`src/rtl/hazard_fwd_ctrl.sv`:
```
// -----------------------------------------------------------------------------
// hazard_fwd_ctrl
//   Pipeline sequencing controller for the 5-stage core
//   (PC / IF_ID / ID_EX / EX_MEM / MEM_WB).
//
//   - Detects load-use hazards between the instruction in ID and a load in EX.
//     It stalls PC/IF_ID and injects NOP bubbles through the CU_mux.
//   - Handles taken branches. It redirects the PC, squashes IF_ID, and then
//     forces one bubble while the squashed word sits in ID.
//   - Selects the operand forwarding source for EX.
//
// Configuration macro: HAZARD_PERF_CNT_EN
//   When defined, this block adds saturating stall and flush counters.
//   When undefined, stall_cnt and flush_cnt are tied to zero.
//
// Ports
//   clk            pipeline clock, rising edge
//   R              asynchronous, active-high reset
//   ID_rn, ID_rm   source registers of the ID instruction
//   ID_use_rn/rm   ID instruction actually reads Rn / Rm
//   branch_taken   ID holds a taken B/BL
//   EX_*           load flag, RF write enable and destination of EX
//   MEM_*, WB_*    RF write enable and destination of MEM / WB
//   LE             PC and IF_ID load enable (0 = hold)
//   ifid_clr       squash IF_ID at the next edge
//   pc_sel         1 = PC loads the branch target
//   S              1 = CU_mux forces a NOP into ID_EX
//   fwd_a, fwd_b   operand source: 00 RF, 01 EX, 10 MEM, 11 WB
//   stall_cnt      stall cycles since reset
//   flush_cnt      branch flushes since reset
// -----------------------------------------------------------------------------
module hazard_fwd_ctrl #(
  parameter int REG_W        = 4,
  parameter int STALL_CYCLES = 1,
  parameter int PERF_W       = 16
) (
  input  logic              clk,
  input  logic              R,
  input  logic [REG_W-1:0]  ID_rn,
  input  logic [REG_W-1:0]  ID_rm,
  input  logic              ID_use_rn,
  input  logic              ID_use_rm,
  input  logic              branch_taken,
  input  logic              EX_load_instr,
  input  logic              EX_RF_enable,
  input  logic [REG_W-1:0]  EX_rd,
  input  logic              MEM_RF_enable,
  input  logic [REG_W-1:0]  MEM_rd,
  input  logic              WB_RF_enable,
  input  logic [REG_W-1:0]  WB_rd,
  output logic              LE,
  output logic              ifid_clr,
  output logic              pc_sel,
  output logic              S,
  output logic [1:0]        fwd_a,
  output logic [1:0]        fwd_b,
  output logic [PERF_W-1:0] stall_cnt,
  output logic [PERF_W-1:0] flush_cnt
);

  localparam int CNT_W = (STALL_CYCLES > 1) ? $clog2(STALL_CYCLES + 1) : 1;
  localparam logic [CNT_W-1:0] CNT_ONE  = CNT_W'(1);
  localparam logic [CNT_W-1:0] CNT_LOAD = CNT_W'(STALL_CYCLES - 1);

  localparam logic [1:0] ST_RUN      = 2'd0;
  localparam logic [1:0] ST_LU_STALL = 2'd1;
  localparam logic [1:0] ST_BR_FLUSH = 2'd2;

  logic [1:0]       state_r;
  logic [1:0]       state_nxt_s;
  logic [CNT_W-1:0] bub_cnt_r;
  logic [CNT_W-1:0] bub_cnt_nxt_s;
  logic             lu_hit_s;
  logic             le_s;
  logic             s_s;
  logic             pc_sel_s;
  logic             ifid_clr_s;
  logic             ex_fwd_en_s;

  // Priority forwarding select. The youngest producer wins.
  // An unused operand always reads the RF.
  function automatic logic [1:0] fwd_sel(
    input logic             use_x,
    input logic [REG_W-1:0] rs,
    input logic             ex_en,
    input logic [REG_W-1:0] ex_rd,
    input logic             mem_en,
    input logic [REG_W-1:0] mem_rd,
    input logic             wb_en,
    input logic [REG_W-1:0] wb_rd
  );
    logic [1:0] sel;
    if (!use_x)                        sel = 2'b00;
    else if (ex_en  && (rs == ex_rd))  sel = 2'b01;
    else if (mem_en && (rs == mem_rd)) sel = 2'b10;
    else if (wb_en  && (rs == wb_rd))  sel = 2'b11;
    else                               sel = 2'b00;
    return sel;
  endfunction

  assign lu_hit_s = EX_load_instr & EX_RF_enable &
                    ((ID_use_rn & (ID_rn == EX_rd)) | (ID_use_rm & (ID_rm == EX_rd)));

  // A load result is not ready in EX, so EX is never a forwarding source for a load.
  assign ex_fwd_en_s = EX_RF_enable & ~EX_load_instr;

  // FSM next state and control outputs. Reset overrides everything combinationally.
  always_comb begin
    state_nxt_s   = state_r;
    bub_cnt_nxt_s = bub_cnt_r;
    le_s          = 1'b1;
    s_s           = 1'b0;
    pc_sel_s      = 1'b0;
    ifid_clr_s    = 1'b0;
    if (R) begin
      state_nxt_s   = ST_RUN;
      bub_cnt_nxt_s = {CNT_W{1'b0}};
    end else begin
      case (state_r)
        ST_RUN: begin
          if (lu_hit_s) begin
            le_s = 1'b0;
            s_s  = 1'b1;
            if (STALL_CYCLES > 1) begin
              state_nxt_s   = ST_LU_STALL;
              bub_cnt_nxt_s = CNT_LOAD;
            end else begin
              state_nxt_s   = ST_RUN;
            end
          end else if (branch_taken) begin
            pc_sel_s    = 1'b1;
            ifid_clr_s  = 1'b1;
            state_nxt_s = ST_BR_FLUSH;
          end else begin
            state_nxt_s = ST_RUN;
          end
        end
        ST_LU_STALL: begin
          le_s          = 1'b0;
          s_s           = 1'b1;
          bub_cnt_nxt_s = bub_cnt_r - CNT_ONE;
          if (bub_cnt_r == CNT_ONE) begin
            state_nxt_s = ST_RUN;
          end else begin
            state_nxt_s = ST_LU_STALL;
          end
        end
        ST_BR_FLUSH: begin
          // The squashed all-zero word in ID must not produce control signals.
          s_s         = 1'b1;
          state_nxt_s = ST_RUN;
        end
        default: begin
          state_nxt_s   = ST_RUN;
          bub_cnt_nxt_s = {CNT_W{1'b0}};
        end
      endcase
    end
  end

  // FSM state and bubble counter registers.
  always_ff @(posedge clk or posedge R) begin
    if (R) begin
      state_r   <= ST_RUN;
      bub_cnt_r <= {CNT_W{1'b0}};
    end else begin
      state_r   <= state_nxt_s;
      bub_cnt_r <= bub_cnt_nxt_s;
    end
  end

  assign LE       = le_s;
  assign S        = s_s;
  assign pc_sel   = pc_sel_s;
  assign ifid_clr = ifid_clr_s;
  assign fwd_a    = R ? 2'b00 : fwd_sel(ID_use_rn, ID_rn, ex_fwd_en_s, EX_rd,
                                        MEM_RF_enable, MEM_rd, WB_RF_enable, WB_rd);
  assign fwd_b    = R ? 2'b00 : fwd_sel(ID_use_rm, ID_rm, ex_fwd_en_s, EX_rd,
                                        MEM_RF_enable, MEM_rd, WB_RF_enable, WB_rd);

`ifdef HAZARD_PERF_CNT_EN
  logic [PERF_W-1:0] stall_cnt_r;
  logic [PERF_W-1:0] flush_cnt_r;

  // Saturating performance counters for stall cycles and branch flushes.
  always_ff @(posedge clk or posedge R) begin
    if (R) begin
      stall_cnt_r <= {PERF_W{1'b0}};
      flush_cnt_r <= {PERF_W{1'b0}};
    end else begin
      if (!le_s && (stall_cnt_r != {PERF_W{1'b1}})) begin
        stall_cnt_r <= stall_cnt_r + {{(PERF_W-1){1'b0}}, 1'b1};
      end else begin
        stall_cnt_r <= stall_cnt_r;
      end
      if ((state_r == ST_RUN) && (state_nxt_s == ST_BR_FLUSH) &&
          (flush_cnt_r != {PERF_W{1'b1}})) begin
        flush_cnt_r <= flush_cnt_r + {{(PERF_W-1){1'b0}}, 1'b1};
      end else begin
        flush_cnt_r <= flush_cnt_r;
      end
    end
  end

  assign stall_cnt = stall_cnt_r;
  assign flush_cnt = flush_cnt_r;
`else
  assign stall_cnt = {PERF_W{1'b0}};
  assign flush_cnt = {PERF_W{1'b0}};
`endif

endmodule

```
`config.mk`:
```
export PLATFORM = sky130hd
export DESIGN_NAME = hazard_fwd_ctrl
export DESIGN_NICKNAME = d
export VERILOG_FILES = /design/src/rtl/hazard_fwd_ctrl.sv
export SDC_FILE = /design/constraint.sdc
export NUM_CORES = 1
export LEC_CHECK = 0
export CAP_MARGIN = 20
export CELL_PAD_IN_SITES_DETAIL_PLACEMENT = 0
export CELL_PAD_IN_SITES_GLOBAL_PLACEMENT = 1
export CORE_UTILIZATION = 40
export DETAILED_ROUTE_END_ITERATION = 16
export DONT_BUFFER_PORTS = 1
export HOLD_SLACK_MARGIN = 0.05
export PLACE_DENSITY_LB_ADDON = 0.1
export SYNTH_ARGS = -nofsm -noshare
export SYNTH_HDL_FRONTEND = slang
export SYNTH_SLANG_ARGS = --single-unit
```
`constraint.sdc`:
```
create_clock -name clk -period 1.43 [get_ports clk]
set_input_delay 0.2145 -clock clk [delete_from_list [all_inputs] [get_ports clk]]
set_output_delay 0.2145 -clock clk [all_outputs]
set_load 0.005 [all_outputs]
```
* Word-level counts from Yosys, hierarchy flattened
Cells that the tools add are included.
** Storage, ports and cells
- Register bits after elaboration :: 3
- Input port bits :: 29
- Logic and storage cells :: 55
** Cells by class
- Add/subtract/negate cells :: 1
- Equal/unequal tests :: 9
- Muxes and demuxes :: 27
- Bitwise operators :: 7
- Reductions and logical operators :: 9
** Operator list (number)
- two-way mux 2 bit :: 13
- == test 4 bit :: 6
- two-way mux 1 bit :: 10
- logical AND 1 bit :: 6
- case mux 1 bit (2 select lines) :: 3
- AND 1 bit :: 5
- case mux 2 bit (2 select lines) :: 1
- OR reduction 2 bit :: 2
- == test 2 x 1 -> 1 bit (second input constant) :: 1
- == test 2 bit (second input constant) :: 1
- zero test 2 bit :: 1
- inequality test 2 x 1 -> 1 bit (second input constant) :: 1
- inverter 1 bit :: 1
- bitwise OR 1 bit :: 1
- subtractor 1 bit (second input constant) :: 1

* Longest topological paths before layout
Gate-level depths: netlist of run 1.
- Word-level depth :: 7
- Gate-level depth with buffers :: 5
- Depth with buffers taken out :: 5

* Worst setup path before layout of run 1
No wires, ideal clock.
- Path type :: input to output
- Start :: in EX_rd[2]
- End :: out pc_sel
- Arrival :: 1.110 ns
- Data required time :: 1.216 ns
- Slack :: 0.105 ns
- Cell stages on the path :: 5
- Path through :: xnor2_1 > nand4_1 > o22a_2 > o2111a_1 > buf_4
** Between the ends
- Word-level cells in the longest chain between the ends :: 7
** RTL lines
- from (decl) :: line 46 : input logic [REG_W-1:0] EX_rd,
- == test 4 bit :: line 102 : ((ID_use_rn & (ID_rn == EX_rd)) | (ID_use_rm & (ID_rm == EX_rd)));
- AND 1 bit :: line 102
- bitwise OR 1 bit * :: line 102
- AND 1 bit * :: line 101 : assign lu_hit_s = EX_load_instr & EX_RF_enable &
- two-way mux 1 bit * (3 in a row)
- to (decl) :: line 53 : output logic pc_sel,
Mark *: on every way between the ends. The rest lies on a longest branch, timed or not.

* Final worst setup path of run 1
- Start :: reg state_r[0]
- End :: out S
** Between the ends
- Word-level cells in the longest chain between the ends :: 4
** RTL lines
- from (decl) :: line 69 : logic [1:0] state_r;
- from (signal assigned) :: line 167 : state_r <= state_nxt_s;
- == test 2 x 1 -> 1 bit or == test 2 bit (tied branches) :: line 119 : case (state_r)
- OR reduction 2 bit (no source line)
- case mux 1 bit (2 select lines) * :: line 119
- two-way mux 1 bit * :: line 115 : if (R) begin
- to (decl) :: line 54 : output logic S,
Marked as above.

==> results of run 1 <==
routing by layer:
metal  wire length [um]  part of all wire [%]  global-route usage [%]
met1                580                    41                   16.17
met2                725                    51                   21.39
met3                112                   7.9                   2.692
met4                  0                     0                   8.571
met5                  0                     0                       0
sequential cells by signal, summed over array words and instances (netlist names):
name and cells:
bub_cnt_r 1, state_r 2
critical path, delay by kind of cell (launching register included):
kind | cells | cell delay (ps)
simple gates | 1 | 190
compound gates | 1 | 150
buf+inv | 1 | 90
fa+ha+maj | 1 | 140
flops | 1 | 400
layout by cell type, fill, tap and decap left out, types with 3 or more instances in the layout:
cell type / count
dfrtp_1: 3
nor3_1: 4
conb_1: 32
xor2_1: 12
xnor2_1: 12
nor2b_1: 3
buf_4: 4
nand2_1: 5
nor2_1: 6
clkbuf_4: 3
inv_1: 3
power groups by stage:
stage | Clock, mW | Sequential, mW | Combinational (mW)
global route | 0.158 | 0.0884 | 0.157
floorplan | 0 | 0.0892 | 0.172
finish | 0.148 | 0.0882 | 0.137
CTS | 0.153 | 0.0881 | 0.135
global placement | 0 | 0.0895 | 0.119
detailed placement | 0 | 0.0895 | 0.119
logic make-up (layout without fill, tap and decap cells):
group / count (synthesis) / in the layout
buffers and inverters: 38 / 15
flip-flops: 3 / 3
XOR/XNOR: 24 / 24
adder cells (fa/ha/maj): 4 / 4
AND/OR/NAND/NOR: 28 / 28
AO/OA/AOI/OAI: 9 / 9
other: 1 / 32
what timing repair did:
item	in CTS	in global routing
endpoints found under the hold margin	5	0
pin swaps	2	2
gates resized for setup	6	4
endpoints found under the setup margin	4	3
buffers inserted	4	0
hold buffers	2	0
worst paths after layout:
check	to	slack [ps]	cells past startpoint
setup / recovery	S	20	4
hold / removal	state_r[1]$_DFF_PP0_	120	1
setup reg to reg	bub_cnt_r$_DFFE_PP0P_	90	5
hold reg to reg	state_r[0]$_DFF_PP0_	550	2
max in group asynchronous	bub_cnt_r$_DFFE_PP0P_	860	2
min in group asynchronous	state_r[0]$_DFF_PP0_	420	2
synth_stat cells, types with 3 or more instances:
library cell,number
nand2_1,5
a21oi_1,3
inv_1,5
nor2_1,6
nor2b_1,3
dfrtp_1,3
xnor2_1,12
buf_4,33
xor2_1,12
nor3_1,4
ha_1,4
cell type report:
cell class	instances	area, um2
well taps	25	31.28
multi-input cells	97	624.3
fillers	200	994.7
inverters	5	18.77
repair buffers	6	50.05
flip-flops and latches	3	75.07
clock buffers	4	26.28
metrics by stage:
stage | setup WS, ps | cell area, um2
detailed placement | 58.87 | 716.9
finish | 16.13 | 825.8
CTS | -5.564 | 812.0
global placement | 110.1 | 716.9
floorplan | 105.4 | 933.4
global route | -60.53 | 825.8
==> run_results.csv, run 1 <==
group,metric,value,unit
outcome,run_status,"finished, final reports clean",
logic_synthesis,edff_count_synth,0,
logic_synthesis,syn-cell-area,817.0,um2
floorplan,die-area,2227,um2
timing,rsz0062_at_grt,"true",
pwr,ir_drop,0.0002778,V
critical_path,timing.critical_path.to_type,"output port",
logic_synthesis,count_of_distinct_cell_types_in_the_synthesized_netlist,22,
global_routing,grt_first_pass_wirelength,2.014,mm
logic_synthesis,synth_top_cells_by_area,"buf_4 30%, xnor2_1 13%, xor2_1 13%",
clock_tree,cts_inserted_buffers,3,
global_routing,number_of_antenna_violations_at_the_first_check_in_global_routing,0,
pwr,sw_frac_of_total,30.71,%
logic_synthesis,post_synthesis_share_of_cell_area_spent_on_xor_and_xnor_gates,25.73,%
clock_tree,tritoncts,"yes",
logic_synthesis,postSynthAreaPerCell,7.636,um2
logic_synthesis,synth_compound_gate_area_share,7.963,%
route,detailedRoute.firstPassIterationCount,3,
timing,final_min_period_over_clock_period,98.87,%
timing,finalWorstPathRequiredPeriod,1414,ps
pwr,total_power,0.3729,mW
logic_synthesis,synth_seq_area_share,9.188,%
final_layout,layout_cells_excl_fill,140,
logic_synthesis,yosys_most_used_dff,"dfrtp_1",
floorplan,io_pins,69,
min_path,timing.hold.worst.start,"branch_taken",
final_layout,layout-drive-gt1-share,13.91,%
pwr,seq_power_share,23.7,%
critical_path,critical_path_arrival,1200,ps
clock_tree,worst_setup_hold_path_clk_slew,40,ps
logic_synthesis,yosysTopAreaCell,"buf_4",
critical_path,worst_path_class_setup,"reg2out",
critical_path,critical_path.max_stage_delay,400,ps
pwr,cellLeakagePower,0.3653,nW
clock_tree,cts_root_buf,"clkbuf_4",
timing,hold-worst-slack,118.6,ps
route,route.detailed.wl_per_inst,10.13,um
critical_path,critPathSlowestCell,"dfrtp_1",
placed_design,dpl.cell_count,130,
critical_path,crit_reg_reg_startpoint,"state_r[0]$_DFF_PP0_",
clock_tree,clock_latency,230,ps
global_routing,grt_max_degree,7,
final_layout,layout.core_utilization,45.36,%
route,wire_length_after_detailed_routing,1.418,mm
clock_tree,cts_buffer_depth,2,
logic_synthesis,synth_simple_gate_area_share,17.92,%
pwr,power.clock.fraction,39.7,%
global_routing,overall_routing_resource_usage,13.34,%
logic_synthesis,yosysWarnings,0,
floorplan,std_cell_rows,15,
logic_synthesis,synthCells,107,
critical_path,worst_setup_path_start_kind,"flop",
logic_synthesis,synth_top_family_by_area,"buffers and inverters",
route,postRouteAntennaNets,0,
floorplan,core_area,1821,um2
min_path,timing.hold.worst.class,"in2reg",
clock_tree,cts_num_sinks,3,
final_layout,n_antenna_cell,0,
critical_path,critical_path_peak_fanout,4,
flow_run,maxCapViolCount,0,
pwr,cellPowerDensity,451.5,nW/um2
global_routing,first_global_vias,508,
route,vias_per_cell,4.164,
floorplan,initial_utilization,44.88,%
placed_design,dp_hpwl,1.176,mm
logic_synthesis,synthAdderAreaFrac,6.126,%
route,drc,0,
pwr,comb_power_share,36.7,%
critical_path,crit_path_start,"state_r[0]$_DFF_PP0_",
final_layout,fin_nets,149,
placed_design,buffer_ports.inserted,0,
timing,clock_skews,3.407,ps
timing,final.setup.tns,0,ps
timing,finalHoldViolCount,0,
logic_synthesis,synth_top_area_share,30.32,%
pwr,intPower,0.2584,mW
global_routing,global_route.overflow_total,0,
clock_tree,clock_tree.htree_level_count,1,
route,dr.first_iter.drc_count,3,
timing,finalMaxSlewViolations,0,
placed_design,weighted_congestion_at_the_end_of_routability_driven_global_placement,0.6678,
timing,clock.fmax,0.7073,GHz
final_layout,areaGrowthSynthToFinish,1.072,%
logic_synthesis,ys_async_sr_fraction,100.0,%
critical_path,critical_path.cell_chain,"inv_2 > ha_4 > nor3b_4 > o21a_1",
route,dr_total_vias,583,
pwr,power_switching,0.1145,mW
logic_synthesis,post_synth_mux_area_share,0,%
floorplan,die_height,47.20,um
logic_synthesis,ys_ff_latch,3,
critical_path,worst-endpoint-required,1220,ps
timing,final_setup_violating_endpoints,0,
floorplan,die_w,47.20,um
(Power assumes the default switching activity.)
==> run 2, diff against run 1 <==
--- a/config.mk
+++ b/config.mk
@@ -5,14 +5,16 @@
 export SDC_FILE = /design/constraint.sdc
 export NUM_CORES = 1
 export LEC_CHECK = 0
+export ABC_AREA = 1
 export CAP_MARGIN = 20
 export CELL_PAD_IN_SITES_DETAIL_PLACEMENT = 0
 export CELL_PAD_IN_SITES_GLOBAL_PLACEMENT = 1
-export CORE_UTILIZATION = 40
+export CORE_UTILIZATION = 38
+export CTS_CLUSTER_SIZE = 8
 export DETAILED_ROUTE_END_ITERATION = 16
 export DONT_BUFFER_PORTS = 1
 export HOLD_SLACK_MARGIN = 0.05
-export PLACE_DENSITY_LB_ADDON = 0.1
+export PLACE_DENSITY = 0.84
 export SYNTH_ARGS = -nofsm -noshare
 export SYNTH_HDL_FRONTEND = slang
 export SYNTH_SLANG_ARGS = --single-unit
==> run 2 against run 1 <==
Against the previous run:
- hold slack improved by 77 ps
- largest cell class unchanged
- cell count rose by 44%
- sequential power rose by 1%
- critical path depth fell by 1
- largest power group is now combinational logic
- flip-flop and latch count did not move
- synthesized area rose by 15%
- first-iteration DRC count rose to 3.7 times the previous value
- die area rose by 21%
- highest routed layer unchanged
- power rose by 7.3%
- clock power barely moved
- critical endpoint unchanged
==> run_results.csv, run 2 <==
group,metric,value,unit
global_routing,grt_first_pass_wirelength,3.029,mm
clock_tree,tritoncts,"yes",
floorplan,die-area,2686,um2
floorplan,die_height,51.83,um
critical_path,critPathSlowestCell,"dfrtp_1",
critical_path,cp_num_buf_inv,0,
pwr,total_power,0.4001,mW
clock_tree,cts_root_buf,"clkbuf_4",
floorplan,io_pins,69,
placed_design,weighted_congestion_at_the_end_of_routability_driven_global_placement,0.7668,
logic_synthesis,yosysWarnings,0,
logic_synthesis,synth_top_area_share,26.26,%
critical_path,worst_path_class_setup,"reg2out",
timing,finalHoldViolCount,0,
global_routing,global_route.overflow_total,0,
critical_path,timing.critical_path.to_type,"output port",
route,dr_total_vias,884,
final_layout,layout-drive-gt1-share,15.03,%
critical_path,critical_path_peak_fanout,3,
logic_synthesis,yosysTopAreaCell,"buf_4",
timing,finalMaxSlewViolations,0,
timing,final_setup_violating_endpoints,0,
final_layout,largest_registers_ranked_by_flip_flop_count,"state_r x2, bub_cnt_r x1",
placed_design,placed_cell_area,847.1,um2
timing,rsz0062_at_grt,"true",
critical_path,worst-endpoint-required,1220,ps
min_path,timing.hold.worst.class,"in2reg",
pwr,cellPowerDensity,440.4,nW/um2
pwr,ir_drop,0.0005393,V
critical_path,timing.critical_path.max_delay_family,"flip-flops",
logic_synthesis,yosys_most_used_dff,"dfrtp_1",
logic_synthesis,synth.cells.most_frequent,"51 x nand2_1, 33 x buf_4, 18 x inv_1",
route,dr.first_iter.drc_count,11,
final_layout,fillCellCount,242,
clock_tree,worst_setup_hold_path_clk_slew,40,ps
critical_path,critical_path.cell_chain,"ha_2 > or2_4 > a21oi_2",
critical_path,critical_path.max_stage_delay,410,ps
clock_tree,cts_inserted_buffers,3,
placed_design,pre_cts_setup_slack,93.19,ps
route,postRouteAntennaNets,0,
floorplan,initial_utilization,41.45,%
clock_tree,clock_latency,230,ps
final_layout,largest-register,"state_r",
global_routing,overall_routing_resource_usage,15.08,%
final_layout,largest_register_ff_count,2,
floorplan,std_cell_rows,17,
timing,final.setup.tns,0,ps
placed_design,buffer_ports.inserted,0,
route,detailedRoute.firstPassIterationCount,4,
outcome,run_status,"finished, final reports clean",
floorplan,core_area,2276,um2
timing,clock_skews,1.922,ps
final_layout,final_cell_mix,"51 x nand2_1, 32 x conb_1, 16 x inv_1",
final_layout,layout.core_utilization,39.91,%
final_layout,layout_cells_excl_fill,201,
route,wire_length_after_detailed_routing,2.039,mm
placed_design,dp_hpwl,1.733,mm
final_layout,final_area,908.4,um2
clock_tree,cts_buffer_depth,2,
final_layout,areaGrowthSynthToFinish,-3.714,%
final_layout,multi_input_area,664.4,um2
clock_tree,cts_num_sinks,3,
placed_design,dpl.cell_count,196,
global_routing,grt_max_degree,8,
final_layout,fin_nets,207,
timing,worst_slack,25.29,ps
final_layout,final_common_cell,"nand2_1",
logic_synthesis,synthCells,170,
timing,finalWorstPathRequiredPeriod,1405,ps
flow_run,maxCapViolCount,0,
logic_synthesis,synth_top_cells_by_area,"buf_4 26%, nand2_1 20%, dfrtp_1 8.0%",
clock_tree,clock_tree.htree_level_count,1,
timing,final_min_period_over_clock_period,98.23,%
logic_synthesis,post-synth-top-count-cell,"nand2_1",
route,vias_per_cell,4.398,
logic_synthesis,ys_async_sr_fraction,100.0,%
timing,hold-worst-slack,195.5,ps
logic_synthesis,edff_count_synth,0,
pwr,cellLeakagePower,0.5267,nW
floorplan,die_w,51.83,um
global_routing,first_global_vias,731,
global_routing,number_of_antenna_violations_at_the_first_check_in_global_routing,0,
final_layout,n_antenna_cell,0,
logic_synthesis,postSynthAreaPerCell,5.549,um2
route,drc,0,
critical_path,critical_path_arrival,1190,ps
logic_synthesis,syn-cell-area,943.4,um2
logic_synthesis,ys_ff_latch,3,
logic_synthesis,count_of_distinct_cell_types_in_the_synthesized_netlist,23,
logic_synthesis,synth_seq_area_share,7.958,%
route,route.detailed.wl_per_inst,10.14,um
timing,clock.fmax,0.7119,GHz
critical_path,worst_setup_path_start_kind,"flop",
final_layout,layout.area.seq,75.07,um2
run 2: cell types whose count changed in the layout (fill, tap and decap cells not counted), moves of 7 or more:
cell     before  now
xnor2_1      12    0
inv_2         2   10
nor2_1        6   13
xor2_1       12    0
inv_1         3   16
nand2_1       5   51
run 2: area by class of cell:
class	count	share of cell area, %
Multi-Input combinational cell	139	73.14
Sequential cell	3	8.264
Tap cell	28	3.857
Clock buffer	4	2.893
Timing Repair Buffer	1	1.102
Inverter	26	10.74
run 2: per-layer routing:
layer / vias up / part of all wire (%) / track usage (%)
li1: 466 / - / -
met1: 370 / 43 / 18.56
met2: 48 / 46 / 25.64
met3: 0 / 10 / 4.678
met4: 0 / 0 / 2.703
met5: - / 0 / 0
run 2: timing repair:
action | CTS | global route
endpoints found under the setup margin | 3 | 4
resized for setup | 3 | 5
endpoints found under the hold margin | 3 | 0
hold buffers | 1 | 0
buffers inserted | 0 | 0
pin swaps | 0 | 2
run 2: path summary, 6_finish.rpt:
path	from	endpoint	slack, ps	cells past startpoint
setup reg to reg	state_r[0]$_DFF_PP0_	bub_cnt_r$_DFFE_PP0P_	150	4
min in group asynchronous	R	bub_cnt_r$_DFFE_PP0P_	470	2
setup / recovery	state_r[1]$_DFF_PP0_	S	30	3
max in group asynchronous	R	state_r[0]$_DFF_PP0_	810	2
hold reg to reg	bub_cnt_r$_DFFE_PP0P_	state_r[0]$_DFF_PP0_	450	1
hold / removal	branch_taken	state_r[1]$_DFF_PP0_	200	2
run 2: worst reg2reg max path, delay by kind of cell, from the launching register on:
family | cells | cell delay, ps
AO/OA/AOI/OAI | 1 | 170
buffers and inverters | 1 | 70
flip-flops | 1 | 380
multiplexers | 1 | 350
adder cells (fa/ha/maj) | 1 | 190
run 2: kinds of logic after synthesis:
kind of cell / synth area share, %
buffers and inverters: 36.60
AO/OA/AOI/OAI: 12.20
other: 0.3975
multiplexers: 1.194
AND/OR/NAND/NOR: 36.34
adder cells (fa/ha/maj): 5.305
flip-flops: 7.957
run 2: where the power goes:
part	total (mW)	switching (mW)	leakage, nW	internal [mW]
combinational	0.163	0.105	0.471	0.0573
sequential	0.0892	0.00215	0.0411	0.0870
clock	0.148	0.0438	0.0150	0.105
total	0.400	0.151	0.527	0.249
==> run 3, diff against run 2 <==
--- a/config.mk
+++ b/config.mk
@@ -14,7 +14,7 @@
 export DETAILED_ROUTE_END_ITERATION = 16
 export DONT_BUFFER_PORTS = 1
 export HOLD_SLACK_MARGIN = 0.05
-export PLACE_DENSITY = 0.84
+export PLACE_DENSITY_LB_ADDON = 0.1
 export SYNTH_ARGS = -nofsm -noshare
 export SYNTH_HDL_FRONTEND = slang
 export SYNTH_SLANG_ARGS = --single-unit
==> run 3 against run 2 <==
Against the previous run:
- critical path depth grew 1
- register-to-register slack lost 40 ps
- fmax grew 1.7%
- combinational power is essentially flat
- via count grew 0.45%
- utilization grew 0.33 points
==> run_results.csv, run 3 (synthesis gave the netlist of run 2 again) <==
group,metric,value,unit
critical_path,timing.critical_path.to_type,"output port",
global_routing,overall_routing_resource_usage,15.63,%
clock_tree,clock_latency,230,ps
critical_path,critical_path.max_stage_delay,380,ps
critical_path,critPathSlowestCell,"dfrtp_1",
min_path,timing.hold.worst.class,"in2reg",
critical_path,worst_r2r_endpoint,"bub_cnt_r$_DFFE_PP0P_",
placed_design,dp_hpwl,1.776,mm
timing,finalMaxSlewViolations,0,
final_layout,layout.core_utilization,40.24,%
final_layout,fin_nets,208,
critical_path,crit_reg_reg_startpoint,"state_r[0]$_DFF_PP0_",
critical_path,timing.critical_path.max_delay_family,"flip-flops",
route,detailedRoute.firstPassIterationCount,4,
clock_tree,cts_buffer_depth,2,
critical_path,setup_slack_on_the_worst_flop_to_flop_path,110,ps
route,dr_total_vias,888,
floorplan,die-area,2686,um2
floorplan,io_pins,69,
route,drc,0,
clock_tree,cts_inserted_buffers,3,
final_layout,final_area,915.9,um2
timing,final_setup_violating_endpoints,0,
global_routing,global_route.overflow_total,0,
pwr,cellPowerDensity,431.4,nW/um2
critical_path,critical_path_arrival,1170,ps
clock_tree,cts_root_buf,"clkbuf_4",
route,wire_length_after_detailed_routing,2.015,mm
global_routing,grt_first_pass_wirelength,3.180,mm
critical_path,crit_path_end,"pc_sel",
placed_design,placed_cell_area,847.1,um2
floorplan,initial_utilization,41.45,%
pwr,ir_drop,0.0003718,V
floorplan,die_w,51.83,um
timing,final_min_period_over_clock_period,96.62,%
floorplan,std_cell_rows,17,
critical_path,worst_setup_path_start_kind,"flop",
placed_design,buffer_ports.inserted,0,
route,vias_per_cell,4.396,
route,route.detailed.wl_per_inst,9.975,um
critical_path,worst_path_class_setup,"reg2out",
final_layout,final_common_cell,"nand2_1",
critical_path,r2r.worst_path.cells,4,
final_layout,largest_registers_ranked_by_flip_flop_count,"state_r x2, bub_cnt_r x1",
final_layout,final_cell_mix,"51 x nand2_1, 32 x conb_1, 17 x inv_1",
route,dr.first_iter.drc_count,16,
timing,clock.fmax,0.7238,GHz
global_routing,first_global_vias,782,
clock_tree,worst_setup_hold_path_clk_slew,40,ps
pwr,cellLeakagePower,0.5293,nW
timing,rsz0062_at_grt,"true",
final_layout,largest_register_ff_count,2,
clock_tree,cts_num_sinks,3,
final_layout,n_antenna_cell,0,
final_layout,largest-register,"state_r",
critical_path,critical_path.cell_chain,"inv_1 > ha_4 > nand2_2 > nor2_2",
global_routing,number_of_antenna_violations_at_the_first_check_in_global_routing,0,
timing,clock_skews,4.378,ps
outcome,run_status,"finished, final reports clean",
critical_path,worst-endpoint-required,1220,ps
flow_run,maxCapViolCount,0,
global_routing,grt_max_degree,8,
critical_path,worst-path-stages,4,
route,postRouteAntennaNets,0,
critical_path,crit_path_start,"state_r[0]$_DFF_PP0_",
floorplan,core_area,2276,um2
critical_path,cp_num_buf_inv,1,
timing,finalWorstPathRequiredPeriod,1382,ps
placed_design,weighted_congestion_at_the_end_of_routability_driven_global_placement,0.7410,
clock_tree,clock_tree.htree_level_count,1,
floorplan,die_height,51.83,um
final_layout,areaGrowthSynthToFinish,-2.918,%
final_layout,layout-drive-gt1-share,16.09,%
clock_tree,tritoncts,"yes",
critical_path,critical_path_peak_fanout,4,
timing,finalHoldViolCount,0,
## run 3: worst min-delay path by stage
| stage | start | endpoint | slack [ps] | depth (start not counted) |
|---|---|---|---|---|
| 5_1_grt | branch_taken | state_r[1]$_DFF_PP0_ | 150 | 2 |
| 3_5_place_dp | R | state_r[0]$_DFF_PP0_ | 50 | 1 |
| 3_3_place_gp | R | state_r[0]$_DFF_PP0_ | 50 | 1 |
| 6_report | branch_taken | state_r[1]$_DFF_PP0_ | 160 | 2 |
| 2_1_floorplan | R | bub_cnt_r$_DFFE_PP0P_ | 10 | 1 |
| 4_1_cts | branch_taken | state_r[1]$_DFF_PP0_ | 150 | 2 |
## run 3: worst reg2reg max path, delay by kind of cell, from the launching register on
| family | cells | cell delay (ps) |
|---|---|---|
| DFF | 1 | 360 |
| muxes | 1 | 350 |
| buffers and inverters | 1 | 100 |
| AOI/OAI and AO/OA | 1 | 180 |
| adders and majority gates | 1 | 210 |
## run 3: layout make-up
type | instances | area [um2]
Clock buffer | 4 | 26.28
Fill cell | 256 | 1360
Inverter | 26 | 97.59
Multi-Input combinational cell | 139 | 664.4
Sequential cell | 3 | 75.07
Tap cell | 28 | 35.03
Timing Repair Buffer | 2 | 17.52
## run 3: stage by stage
step,hold slack [ps],setup TNS (ps),worst slack (ps),total power [mW],cells
finish,160.9,0,48.39,0.3951,202
global route,151.7,-20.20,-11.84,0.4412,202
CTS,147.4,0,1.739,0.3954,202
detailed placement,48.05,0,89.46,0.2403,196
global placement,48.12,0,119.9,0.2381,196
floorplan,14.98,0,162.5,0.2838,201
## run 3: report_power, final
group          total, mW  internal [mW]  switching, mW
logic              0.161         0.0574          0.104
registers         0.0887         0.0871        0.00168
clock network      0.145          0.104         0.0410
total              0.395          0.249          0.146
## run 3: repair_timing
action                     in CTS  in global routing
resized for setup               1                  7
hold endpoints to repair        3                  0
pin swaps                       0                  3
hold buffers                    1                  0
buffers inserted                1                  0
setup endpoints to repair       3                  4
## run 3: layer usage
| layer | GRT usage [%] | routed length, um | vias to the layer above |
|---|---|---|---|
| li1 | - | - | 467 |
| met1 | 17.72 | 795 | 376 |
| met2 | 29.27 | 1004 | 45 |
| met3 | 3.801 | 215 | 0 |
| met4 | 2.703 | 0 | 0 |
| met5 | 0 | 0 | - |
